--- src/rtl/icache_refill.sv ---
// Instruction-cache miss handler. It fetches the 4 words of a missing line over a
// req/valid handshake and writes the line and its tag into the cache with a 1-cycle strobe.
module icache_refill #(
  parameter int MAX_WAIT = 15
) (
  input  logic         clk,
  input  logic         rst,
  input  logic         miss,
  input  logic [4:0]   miss_pc,
  output logic         mem_req,
  output logic [4:0]   mem_addr,
  input  logic [31:0]  mem_rdata,
  input  logic         mem_valid,
  output logic         fill_we,
  output logic [127:0] fill_line,
  output logic [8:0]   fill_tag,
  output logic         stall_fetch,
  output logic         refill_err,
  output logic [15:0]  refill_cnt
);

  typedef enum logic [1:0] {
    S_IDLE,
    S_REQ,
    S_FILL,
    S_HOLD
  } state_t;

  // The timeout fires on the edge where the wait count would reach MAX_WAIT.
  localparam logic [7:0] WAIT_LAST = 8'(MAX_WAIT - 1);

  state_t      state;
  state_t      state_nxt;
  logic [2:0]  line_idx;
  logic [1:0]  word_idx;
  logic [7:0]  wait_cnt;
  logic [95:0] word_buf;
  logic        start;
  logic        capture;
  logic        timeout;

  // The word offset of the missing PC does not matter; the whole line is fetched.
  logic unused_pc_bits;
  assign unused_pc_bits = ^miss_pc[1:0];

  assign mem_addr = {line_idx, word_idx};

  always_ff @(posedge clk) begin
    if (rst) begin
      state <= S_IDLE;
    end else begin
      state <= state_nxt;
    end
  end

  // NOTE: every signal driven here gets a default first, so no path can infer a latch.
  always_comb begin
    state_nxt   = state;
    mem_req     = 1'b0;
    fill_we     = 1'b0;
    stall_fetch = 1'b0;
    start       = 1'b0;
    capture     = 1'b0;
    timeout     = 1'b0;
    unique case (state)
      S_IDLE: begin
        stall_fetch = miss;
        if (miss) begin
          start     = 1'b1;
          state_nxt = S_REQ;
        end
      end
      S_REQ: begin
        mem_req     = 1'b1;
        stall_fetch = 1'b1;
        // Returned data takes priority over a timeout that lands on the same edge.
        if (mem_valid) begin
          capture = 1'b1;
          if (word_idx == 2'd3) begin
            state_nxt = S_FILL;
          end
        end else if (wait_cnt == WAIT_LAST) begin
          timeout   = 1'b1;
          state_nxt = S_IDLE;
        end
      end
      S_FILL: begin
        fill_we     = 1'b1;
        stall_fetch = 1'b1;
        state_nxt   = S_HOLD;
      end
      S_HOLD: begin
        stall_fetch = 1'b1;
        state_nxt   = S_IDLE;
      end
      default: begin
        state_nxt = S_IDLE;
      end
    endcase
    // Fetch runs freely while the handler is held in reset.
    if (rst) begin
      stall_fetch = 1'b0;
    end
  end

  always_ff @(posedge clk) begin
    if (rst) begin
      line_idx   <= 3'd0;
      word_idx   <= 2'd0;
      wait_cnt   <= 8'd0;
      fill_line  <= '0;
      fill_tag   <= '0;
      refill_err <= 1'b0;
      refill_cnt <= 16'd0;
    end else begin
      refill_err <= timeout;

      if (start) begin
        line_idx <= miss_pc[4:2];
        word_idx <= 2'd0;
        wait_cnt <= 8'd0;
      end

      if (capture) begin
        wait_cnt <= 8'd0;
        word_idx <= word_idx + 2'd1;
        if (word_idx == 2'd3) begin
          fill_line <= {mem_rdata, word_buf};
          fill_tag  <= {1'b1, 3'b000, line_idx, 2'b00};
        end
      end else if (timeout) begin
        wait_cnt <= 8'd0;
      end else if (state == S_REQ) begin
        wait_cnt <= wait_cnt + 8'd1;
      end

      if (fill_we && (refill_cnt != 16'hFFFF)) begin
        refill_cnt <= refill_cnt + 16'd1;
      end
    end
  end

  // NOTE: the assembly buffer is deliberately not reset; each word is rewritten
  // before the line is published, so a reset value would never be observed.
  always_ff @(posedge clk) begin
    if (capture) begin
      case (word_idx)
        2'd0:    word_buf[31:0]  <= mem_rdata;
        2'd1:    word_buf[63:32] <= mem_rdata;
        2'd2:    word_buf[95:64] <= mem_rdata;
        default: ;
      endcase
    end
  end

endmodule

--- config.mk ---
export PLATFORM = sky130hd
export DESIGN_NAME = icache_refill
export DESIGN_NICKNAME = d
export VERILOG_FILES = /design/src/rtl/icache_refill.sv
export SDC_FILE = /design/constraint.sdc
export NUM_CORES = 1
export LEC_CHECK = 0
export CELL_PAD_IN_SITES_DETAIL_PLACEMENT = 1
export CELL_PAD_IN_SITES_GLOBAL_PLACEMENT = 1
export CORE_AREA = 2 2 170 156
export CTS_BUF_LIST = sky130_fd_sc_hd__clkbuf_4 sky130_fd_sc_hd__clkbuf_8
export DETAILED_ROUTE_END_ITERATION = 7
export DIE_AREA = 0 0 172 158
export PLACE_DENSITY_LB_ADDON = 0.12
export SYNTH_ARGS = -nofsm -noshare
export SYNTH_HDL_FRONTEND = slang
export SYNTH_SLANG_ARGS = --single-unit
--- constraint.sdc ---
create_clock -name clk -period 2.3 [get_ports clk]
set_input_delay 0.46 -clock clk [delete_from_list [all_inputs] [get_ports clk]]
set_output_delay 0.46 -clock clk [all_outputs]
set_load 0.05 [all_outputs]
==> flow_summary.ini <==
[floorplanning]
die_h_um = 158
fp.dieW_um = 172
coreArea_um2 = 25500
num_rows = 56
io_pins = 203
die-area_um2 = 27200
initial_utilization = 0.353

[critical_path]
cp.arrival_ps = 1770
path_cells = clkdlybuf4s50_1
crit_path_end_kind = output pin
cpPeakStageDelay_ps = 850
worst_ep_required_time_ps = 1840
critPathSlowestCell = clkdlybuf4s50_1
critical_path_class = reg2out
ff2ff_setup_slack_ps = 240
crit_buf_inv = 1
worstReg2RegStart = refill_cnt[0]$_SDFFE_PP0P_
critPathTopFamily = buffers and inverters
crit_fanout = 5
startpoint = refill_cnt[11]$_SDFFE_PP0P_
cp.depth = 1
rr_worst_depth = 5
r2r-end = refill_cnt[14]$_SDFFE_PP0P_
cp-start-kind = flip-flop

[synthesis]
synthesis.area_um2 = 9010
ys.flop_type = dfxtp_1
syn_area_per_cell_um2 = 10.4
ys_warn_count = 0
synth_seq_cells = 260
ys_types = 40
yosysSeqAreaShare = 0.684
synth-edff-count = 96
async_reset_ff_frac = 0
synth_cells = 869

[sta]
finalSetupViolCount = 0
fmax_mhz = 449
fin_tns_setup_ps = 0
slew_headroom = 0.609
finalWorstPathRequiredPeriod_ps = 2230
finalHoldViolCount = 0
fin_skew_ps = 14.4
rsz0062_at_grt = false
period_share = 0.969
timing.final.max_slew_violations = 0
worstMarginPinSlew_ps = 585
finalWorstSetupSlack_ps = 71.1

[drt]
final_antenna_net_count = 0
drc = 0
vias = 6925
drt-initial-drc-count = 279
first_pass_iters = 5
vias_per_cell = 4.73
drt-total-wl_um = 23700
routedWlPerCell_um = 16.2

[grt]
grt_pass1_vias = 6838
globalRouteOverflowTotal = 0
antenna_found_initial = 0
grt_max_degree = 48
grt_pass1_wl_um = 37000
grt_util_all_layers = 0.174

[layout]
final_common_cell = nand2_1
area_delta_synth_final_pct = 38.7
final_nets = 1128
n_fill_cell = 2818
drive_gt1_frac = 0.113
antenna_cells = 0
mostFrequentLayoutCells = nand2_1 (276), clkdlybuf4s50_1 (175), dfxtp_1 (164), a21oi_1 (152), edfxtp_1 (96)

[clocking]
cts_buffer_depth = 3
cts_hold_buffers = 0
clk-insertion-delay-late_ps = 530
cts_num_sinks = 260
clk_pin_slew_worst_paths_ps = 60
cts-root-buf = clkbuf_8
htree_levels = 2
cts_made_buffers = 45
cts_tree = done
cts_setup_buffers = 0

[worst_hold_path]
worstHoldPathCells = 2
hold-path-endpoint = word_idx[1]$_SDFFE_PP0P_
min_path_type = in2reg
min_from = rst

[power_and_ir_drop]
leakagePower_nw = 4.34
power_density_nw_per_um2 = 766
ir_drop_mv = 0.359

[place]
post-place-ws_ps = 208
io_buffers = 195
gp_congestion = 0.703
dpl.hpwl_um = 15300

[flow_run]
cap_violations = 0

[outcome]
run_status = finished clean
where the power goes:
| part | internal, W | switching [W] | leakage [nW] |
|---|---|---|---|
| Clock | 0.00266 | 0.00179 | 0.530 |
| Sequential | 0.00481 | 0.0000156 | 2.19 |
| Combinational | 0.000107 | 0.000194 | 1.62 |
state kept, by name (all words and copies together), names as in the netlist, named ones only:
signal,count
line_idx,3
wait_cnt,8
word_buf,96
fill_line,128
refill_cnt,16
fill_tag,4
state,1
refill_err,1
word_idx,2
per-stage QoR:
step | power [W] | instance area [um^2] | cells | utilization | hold WS [ps]
floorplan | 0.00506 | 9030 | 873 | - | 454
global placement | 0.00523 | 11500 | 1381 | 0.450 | 441
detailed placement | 0.00523 | 11500 | 1381 | 0.450 | 446
CTS | 0.00973 | 12500 | 1464 | 0.489 | 279
global route | 0.00995 | 12500 | 1464 | 0.490 | 297
finish | 0.00957 | 12500 | 1464 | 0.490 | 312
metal layers:
| layer | global-route usage | share of wire | wire, um |
|---|---|---|---|
| met3 | 0.0538 | 0.073 | 1730 |
| met5 | 0 | 0 | 0 |
| met2 | 0.282 | 0.46 | 11000 |
| met4 | 0.0488 | 0.014 | 334 |
| met1 | 0.224 | 0.45 | 10700 |
cell families after synthesis:
kind of cell | count (synthesis) | synth area share
flip-flops | 260 | 0.684
buffers and inverters | 70 | 0.0342
AO/OA/AOI/OAI | 179 | 0.105
multiplexers | 4 | 0.00500
AND/OR/NAND/NOR | 348 | 0.161
other | 1 | 0.000416
adder cells (fa/ha/maj) | 7 | 0.00972
area by class of cell:
class                      count  area (um^2)  area share
multi-input combinational    543         2580       0.206
tap                          348          435      0.0348
timing repair buffer         220         2290       0.183
inverter                      10         37.5     0.00300
clock buffer                  82          985      0.0788
clock inverter                 1         7.51    0.000601
sequential                   260         6170       0.493
how the worst max path moves through the flow:
stage / end / slack, ps
6_report: refill_cnt[11] / 70
2_1_floorplan: refill_cnt[14]$_SDFFE_PP0P_ / 50
3_5_place_dp: fill_line[53]$_SDFFE_PP0P_ / 210
4_1_cts: mem_addr[1] / 3
3_3_place_gp: fill_line[53]$_SDFFE_PP0P_ / 220
5_1_grt: refill_cnt[11] / 0.4
synth_stat cells (2+ instances only):
cell type,n,area share
buf_4,8,0.0067
or3_1,5,0.0035
clkbuf_1,40,0.017
nand4_1,7,0.0049
nor2b_1,3,0.0021
and3_1,6,0.0042
o41ai_1,3,0.0029
a31oi_1,5,0.0035
nand3_1,8,0.0044
a211oi_1,3,0.0025
nor4_1,6,0.0042
nor2_1,18,0.0075
or2_2,2,0.0014
o311ai_0,2,0.0019
mux2_2,3,0.0037
o31ai_1,5,0.0042
o21ai_0,6,0.0033
buf_2,12,0.0067
edfxtp_1,96,0.32
inv_1,9,0.0037
dfxtp_1,164,0.36
nor3_1,3,0.0017
ha_1,7,0.0097
or4_1,6,0.0050
nand2_1,276,0.11
a21oi_1,152,0.084
timing repair:
action | 4_1_cts | 5_1_grt
cloned | 0 | 0
resized for setup | 5 | 11
endpoints found under the setup margin | 5 | 11
hold endpoints to repair | 0 | 0
(Power assumes the default switching activity.)
